**src/rtl/rps_match_controller.sv**
```systemverilog
// rps_match_controller
//   Player-side front end for the stone-paper-scissors game core. Collects one
//   locked move per player, launches a round with a one-cycle start pulse,
//   waits for the result (with timeout), keeps a best-of match score and
//   declares the match winner.
//
// Ports
//   clk, rst            : system clock, synchronous active-high reset
//   new_match           : pulse, clear scores and start a fresh match
//   p1_move/p1_lock     : player 1 move (00 stone, 01 paper, 10 scissors) + commit
//   p2_move/p2_lock     : player 2 move + commit
//   game_start          : one-cycle round launch to the game core
//   game_p1/game_p2     : moves presented to the game core, held until next issue
//   res_valid/res       : game core result (00 tie, 01 P1, 10 P2, 11 invalid)
//   p1_score/p2_score   : round wins per player
//   round_cnt           : completed rounds, saturating at 255
//   lock_err            : one-cycle pulse after an illegal (11) lock attempt
//   timeout_err         : sticky, a round timed out during this match
//   busy                : round in flight (ISSUE or WAIT)
//   match_over/winner   : match finished and who won (01 P1, 10 P2)
module rps_match_controller #(
    parameter int WIN_TARGET = 3,
    parameter int TIMEOUT    = 15,
    parameter int SCORE_W    = 4
) (
    input  logic               clk,
    input  logic               rst,
    input  logic               new_match,
    input  logic [1:0]         p1_move,
    input  logic               p1_lock,
    input  logic [1:0]         p2_move,
    input  logic               p2_lock,
    output logic               game_start,
    output logic [1:0]         game_p1,
    output logic [1:0]         game_p2,
    input  logic               res_valid,
    input  logic [1:0]         res,
    output logic [SCORE_W-1:0] p1_score,
    output logic [SCORE_W-1:0] p2_score,
    output logic [7:0]         round_cnt,
    output logic               lock_err,
    output logic               timeout_err,
    output logic               busy,
    output logic               match_over,
    output logic [1:0]         winner
);

    localparam int TW = $clog2(TIMEOUT + 1);

    typedef enum logic [1:0] {
        S_COLLECT = 2'd0,
        S_ISSUE   = 2'd1,
        S_WAIT    = 2'd2,
        S_OVER    = 2'd3
    } state_t;

    state_t state, state_nx;

    logic [1:0]         p1_lat, p2_lat;
    logic               p1_locked, p2_locked;
    logic [TW-1:0]      timer;

    logic               p1_ok, p2_ok, p1_set, p2_set, both_set;
    logic               illegal_lock, timed_out, p1_hit, p2_hit;
    logic [SCORE_W-1:0] p1_sc_nx, p2_sc_nx;

    // Lock qualification: an illegal move never sets a flag.
    assign p1_ok        = p1_lock && (p1_move != 2'b11);
    assign p2_ok        = p2_lock && (p2_move != 2'b11);
    assign p1_set       = p1_locked | p1_ok;
    assign p2_set       = p2_locked | p2_ok;
    assign both_set     = p1_set && p2_set;
    assign illegal_lock = (p1_lock && (p1_move == 2'b11)) || (p2_lock && (p2_move == 2'b11));

    // Timer was cleared on the ISSUE->WAIT edge, so the k-th WAIT edge sees k-1.
    assign timed_out = (timer == TW'(TIMEOUT - 1));

    // Candidate scores if a result is taken this cycle; 11 leaves both unchanged.
    assign p1_sc_nx = p1_score + SCORE_W'(res_valid && (res == 2'b01));
    assign p2_sc_nx = p2_score + SCORE_W'(res_valid && (res == 2'b10));
    assign p1_hit   = (p1_sc_nx == SCORE_W'(WIN_TARGET));
    assign p2_hit   = (p2_sc_nx == SCORE_W'(WIN_TARGET));

    // Outputs decoded from the state register only.
    assign game_start = (state == S_ISSUE);
    assign busy       = (state == S_ISSUE) || (state == S_WAIT);
    assign match_over = (state == S_OVER);

    always_ff @(posedge clk) begin
        if (rst) state <= S_COLLECT;
        else     state <= state_nx;
    end

    always_comb begin
        state_nx = state;
        case (state)
            S_COLLECT: if (both_set) state_nx = S_ISSUE;
            S_ISSUE:   state_nx = S_WAIT;
            S_WAIT: begin
                if (res_valid)      state_nx = (p1_hit || p2_hit) ? S_OVER : S_COLLECT;
                else if (timed_out) state_nx = S_COLLECT;
            end
            S_OVER:    state_nx = S_OVER;
            default:   state_nx = S_COLLECT;
        endcase
        if (new_match) state_nx = S_COLLECT;
    end

    always_ff @(posedge clk) begin
        if (rst) begin
            p1_lat      <= '0;
            p2_lat      <= '0;
            p1_locked   <= 1'b0;
            p2_locked   <= 1'b0;
            game_p1     <= '0;
            game_p2     <= '0;
            p1_score    <= '0;
            p2_score    <= '0;
            round_cnt   <= '0;
            lock_err    <= 1'b0;
            timeout_err <= 1'b0;
            winner      <= '0;
            timer       <= '0;
        end else begin
            lock_err <= 1'b0;
            if (new_match) begin
                // An in-flight round is simply dropped; WAIT is left so any
                // late result is never sampled.
                p1_locked   <= 1'b0;
                p2_locked   <= 1'b0;
                p1_score    <= '0;
                p2_score    <= '0;
                round_cnt   <= '0;
                timeout_err <= 1'b0;
                winner      <= '0;
            end else begin
                case (state)
                    S_COLLECT: begin
                        // First legal commit wins; relocks are dropped.
                        if (!p1_locked && p1_ok) begin
                            p1_lat    <= p1_move;
                            p1_locked <= 1'b1;
                        end
                        if (!p2_locked && p2_ok) begin
                            p2_lat    <= p2_move;
                            p2_locked <= 1'b1;
                        end
                        lock_err <= illegal_lock;
                        if (both_set) begin
                            // Same-cycle lock bypasses the latch.
                            game_p1 <= p1_locked ? p1_lat : p1_move;
                            game_p2 <= p2_locked ? p2_lat : p2_move;
                        end
                    end
                    S_ISSUE: timer <= '0;
                    S_WAIT: begin
                        timer <= timer + 1'b1;
                        if (res_valid) begin
                            p1_score  <= p1_sc_nx;
                            p2_score  <= p2_sc_nx;
                            if (res != 2'b11 && round_cnt != 8'hFF)
                                round_cnt <= round_cnt + 8'd1;
                            p1_locked <= 1'b0;
                            p2_locked <= 1'b0;
                            if (p1_hit)      winner <= 2'b01;
                            else if (p2_hit) winner <= 2'b10;
                        end else if (timed_out) begin
                            timeout_err <= 1'b1;
                            p1_locked   <= 1'b0;
                            p2_locked   <= 1'b0;
                        end
                    end
                    default: ;
                endcase
            end
        end
    end

endmodule
```
**config.mk**
```make
export PLATFORM = sky130hd
export DESIGN_NAME = rps_match_controller
export DESIGN_NICKNAME = d
export VERILOG_FILES = /design/src/rtl/rps_match_controller.sv
export SDC_FILE = /design/constraint.sdc
export NUM_CORES = 1
export LEC_CHECK = 0
export CORE_MARGIN = 3
export CORE_UTILIZATION = 45
export CTS_CLUSTER_SIZE = 14
export DETAILED_ROUTE_END_ITERATION = 10
export PLACE_DENSITY = 0.78
export SLEW_MARGIN = 20
export SYNTH_ARGS = -nofsm -noshare
export SYNTH_HDL_FRONTEND = slang
export SYNTH_SLANG_ARGS = --single-unit
```
**constraint.sdc**
```tcl
create_clock -name clk -period 2 [get_ports clk]
set_input_delay 0.5 -clock clk [delete_from_list [all_inputs] [get_ports clk]]
set_output_delay 0.5 -clock clk [all_outputs]
set_load 0.01 [all_outputs]
```
Word level (Yosys, flattened, before mapping) --
Cells that the tools add are included.
Operators by class: bitwise gates (word level) 5, muxes and demuxes 16, reduce and logical (&&, ||, !) cells 32, equal/unequal tests 18, add/subtract/negate cells 4
Operator list (count):
- $reduce_and 3->1 | 8
- $mux 2 | 8
- $ne 2x2->1 const B | 6
- $eq 2x2->1 const B | 5
- $logic_and 1x1->1 | 10
- $add 4x1->4 | 2
- $add 8x1->8 const B | 1
- $eq 4x2->1 const B | 2
- $ne 8x8->1 const B | 1
- $pmux 2 s4 | 1
- $pmux 4 s2 | 1
- $reduce_and 2->1 | 3
- $reduce_bool 2->1 | 3
- $add 4x1->4 const B | 1
- $eq 2x1->1 const B | 2
- $eq 4x4->1 const B | 1
- $mux 1 | 4
- $pmux 1 s2 | 2
- $logic_or 1x1->1 | 3
- $ne 3x3->1 const B | 1
- $not 1->1 | 3
- $reduce_or 3->1 | 1
- $logic_not 1->1 | 2
- $logic_not 2->1 | 1
- other kinds (2) | 3
Storage, ports and cells: register bits after elaboration 36, output and inout port bits 27, word-level logic and storage cells 89

Depth between registers and ports, before layout --
depth in word-level cells 8, depth in mapped cells 8, mapped depth without buffers 8

Worst setup path after synthesis --
No wires, ideal clock.
path kind input to register, from input res_valid, to register state[0], data required time 1.914 ns, setup time 0.086 ns, setup slack 0.026 ns, data arrival time 1.888 ns, buffers on the path 0, stages 7, cell sequence and3b_1 -> ha_1 -> ha_1 -> nand2_1 -> a2111oi_4 -> nor3_2 -> a221oi_2
On the way: cells in the longest elaborated chain, start to end 7, elaborated cells between the ends (all ways) 12
Ends and longest elaborated chain:
- start, declared | RTL line 36 | input logic res_valid,
- $logic_and 1x1->1 | RTL line 80 | assign p2_sc_nx = p2_score + SCORE_W'(res_valid && (res == 2'b10));
- $add 4x1->4 | RTL line 80
- net p2_sc_nx[1] | RTL line 65 | logic [SCORE_W-1:0] p1_sc_nx, p2_sc_nx;
- $eq 4x2->1 | RTL line 82 | assign p2_hit = (p2_sc_nx == SCORE_W'(WIN_TARGET));
- $logic_or 1x1->1 | RTL line 100 | if (res_valid) state_nx = (p1_hit || p2_hit) ? S_OVER : S_COLLECT;
- $mux 2 (2 in a row) | RTL line 100
- $pmux 2 s4 | RTL line 96 | case (state)
- end signal, assigned | RTL line 91 | else state <= state_nx;
- end, declared | RTL line 57 | state_t state, state_nx;
The timed path passes the listed nets, and every way through them passes these cells. A chain may end at the register's enable or synchronous reset.

Final worst setup path --
from register p2_score[2], to output p2_score[2]
RTL lines:
- start, declared | RTL line 39 | output logic [SCORE_W-1:0] p2_score,
- start signal, assigned | RTL line 160 | p2_score <= p2_sc_nx;
No word-level cell between the ends.

==> results.tsv <==
metric	value	unit
end_kind	output port	
fp-row-count	22	
fin_crit_sh	95.6	%
yosys_warnings	0	
ant_nets	0	
synthTopCellsByArea	dfxtp_1 38%, ha_1 7.3%, nor2_1 5.0%, mux2i_1 4.8%, a21oi_1 4.0%	
pwr-share-seq	51.9	%
path_cells	clkdlybuf4s50_1	
globalRouteMet3Util	3.98	%
finalInstanceArea	2590	um^2
min-delay-start	timeout_err	
crit_family	buffers and inverters	
synth_top_cell_by_area	dfxtp_1	
p_leak	1.04	nW
ctsHoldBuffers	0	
synth_common_cells	36 x dfxtp_1, 25 x nor2_1, 17 x nand2_1	
async_flop_share	0	%
combPwrFrac	10.7	%
drive_above_1_share	21.4	%
wl_per_cell	13.3	um
postLayoutCoreUtil	67.6	%
clkPwrFrac	37.3	%
grt.met1_usage	23.1	%
r2r-start	state[0]	
holdPathStages	2	
areaGrowthSynthToFinish	38.0	%
drc_errors	0	
post_synth_num_cell_types	48	
busiest_layer	met2	
clkTransAtPathRegs	0.07	ns
hold_violations	0	
insertedDiodeCount	0	
fin_crit	1.91	ns
path_buf_inv	1	
ios	39	
synth_fp_nets	224	
synth_enable_flop_cells	0	
hpwl	3110	um
reg2reg_depth	7	
ys.flop_type	dfxtp_1	
power	1.42	mW
p_sw	0.328	mW
startpoint_type	flop	
grt_start_max_net_pins	15	
die_area	4980	um^2
antenna_found_initial	0	
avgSynthCellArea	9.33	um^2
grt_use_met2	29.8	%
drt-pass1-iter-count	4	
cts_tree	done	
cts_buffer_depth	2	
path_class	reg -> out	
htreeDepth	2	
synth_cells	201	
first_global_vias	1671	
grt_pass1_wl	7390	um
clock_latency	0.29	ns
max_slew.worst_pin.slew	0.376	ns
r2r_end	winner[0]	
numCtsBuffers	5	
io_buffers	38	
post-synth-top-count-cell	dfxtp_1	
grt.overflow.total	0	
cts_sinks	36	
gp_congestion	0.765	
synth_top_area_share	38.4	%
r2r_slack	0.28	ns
netlist_area	1880	um^2
critPathSlowestCell	clkdlybuf4s50_1	
status	finished clean	
fin_nets	288	
die_w	70.6	um
finalSetupTns	0	ns
first_iter_violations	68	
placed_area	2460	um^2
critPathMaxStageDelay	0.60	ns
cp_data_arrival_time	1.41	ns
grt_usage	18.3	%
skew	0.00375	ns
viasPerCell	5.35	
ir_worst_vdd	399	uV
finalSetupViolations	0	
coreArea	3830	um^2
wirelength	4170	um
p_per_area	548	nW/um^2
maxCapViolations	0	
ys_seq_elements	36	
rsz0062_at_grt	no	
start_util	49.0	%
internal_power	1.09	mW
cp_data_required_time	1.50	ns
min_to	timeout_err	
yosysSeqAreaShare	38.4	%
max_slew_margin	74.8	%
maxSlewViolCount	0	
dieHeight	70.6	um
crit_fanout	6	
timing.hold.ws	0.488	ns
fmax	523	MHz
switching_share	23.1	%
holdCritPathClass	reg -> reg	
vias	1681	
root_buffer	clkbuf_8	
power groups by stage:
stage / registers, mW / clock network (mW) / logic (mW)
finish: 0.737 / 0.530 / 0.152
floorplan: 0.753 / 0 / 0.0737
CTS: 0.737 / 0.548 / 0.151
global placement: 0.753 / 0 / 0.151
global route: 0.738 / 0.579 / 0.167
detailed placement: 0.753 / 0 / 0.152
logic make-up (layout without fill, tap and decap cells):
kind of cell | count (synthesis) | after routing | share of synthesized area [%]
simple gates | 77 | 77 | 20.9
xor+xnor | 9 | 9 | 4.20
mux | 13 | 13 | 7.20
compound gates | 43 | 43 | 18.9
fa+ha+maj | 11 | 11 | 7.34
flops | 36 | 36 | 38.4
buf+inv | 12 | 77 | 3.00
how the worst max path moves through the flow:
stage / end / start / cells past startpoint / slack [ns]
after floorplan: state[0] / res_valid / 7 / 0.03
after global placement: state[0] / res[0] / 8 / -0.57
after detailed placement: state[0] / res[0] / 8 / -0.63
after CTS: winner[0] / res_valid / 9 / 0.01
after global routing: busy / state[0] / 3 / 0.02
final: p2_score[2] / p2_score[2] / 1 / 0.09
area by class of cell:
type                       instances  area (um^2)
sequential                        36          721
tap                               48         60.1
inverter                           7         26.3
fill                             323         1240
clock buffer                       8         90.1
multi-input combinational        153         1150
timing repair buffer              62          543
cells in the final DEF, fill, tap and decap left out, drive strengths merged, types with 3 or more instances in the layout:
cell type	Yosys	routed
xor2	8	8
o2111ai	3	3
and2	3	3
ha	11	11
mux2	4	4
a21oi	15	15
clkdlybuf4s50	0	33
nor2	25	25
nor2b	4	4
nand4	5	5
dfxtp	36	36
inv	7	7
o21ai	4	4
clkbuf	3	11
buf	2	24
nand2	18	18
nor3	3	3
mux2i	9	9
nand3	8	8
registers in the layout, summed over array words and instances (netlist names):
register and cells:
state 2, p1_lat 2, timer 4, timeout_err 1, p1_score 4, game_p1 2
round_cnt 8, p2_locked 1, winner 2, p1_locked 1, p2_lat 2, game_p2 2
p2_score 4, lock_err 1
per-layer routing:
metal	routed length [um]	up-vias
li1	-	849
met1	1960	789
met2	1970	36
met3	153	7
met4	80	0
met5	0	-
repair_timing:
action | in CTS | in global routing
setup buffers | 1 | 0
pin swaps | 3 | 7
cloned | 0 | 0
setup endpoints to repair | 6 | 4
gates resized for setup | 12 | 10
stage by stage:
stage | setup WS (ns) | instances
global route | 0.0215 | 314
CTS | 0.0141 | 314
global placement | -0.567 | 305
detailed placement | -0.630 | 305
floorplan | 0.0256 | 201
finish | 0.0885 | 314
Power figures use the tool's default switching activity.
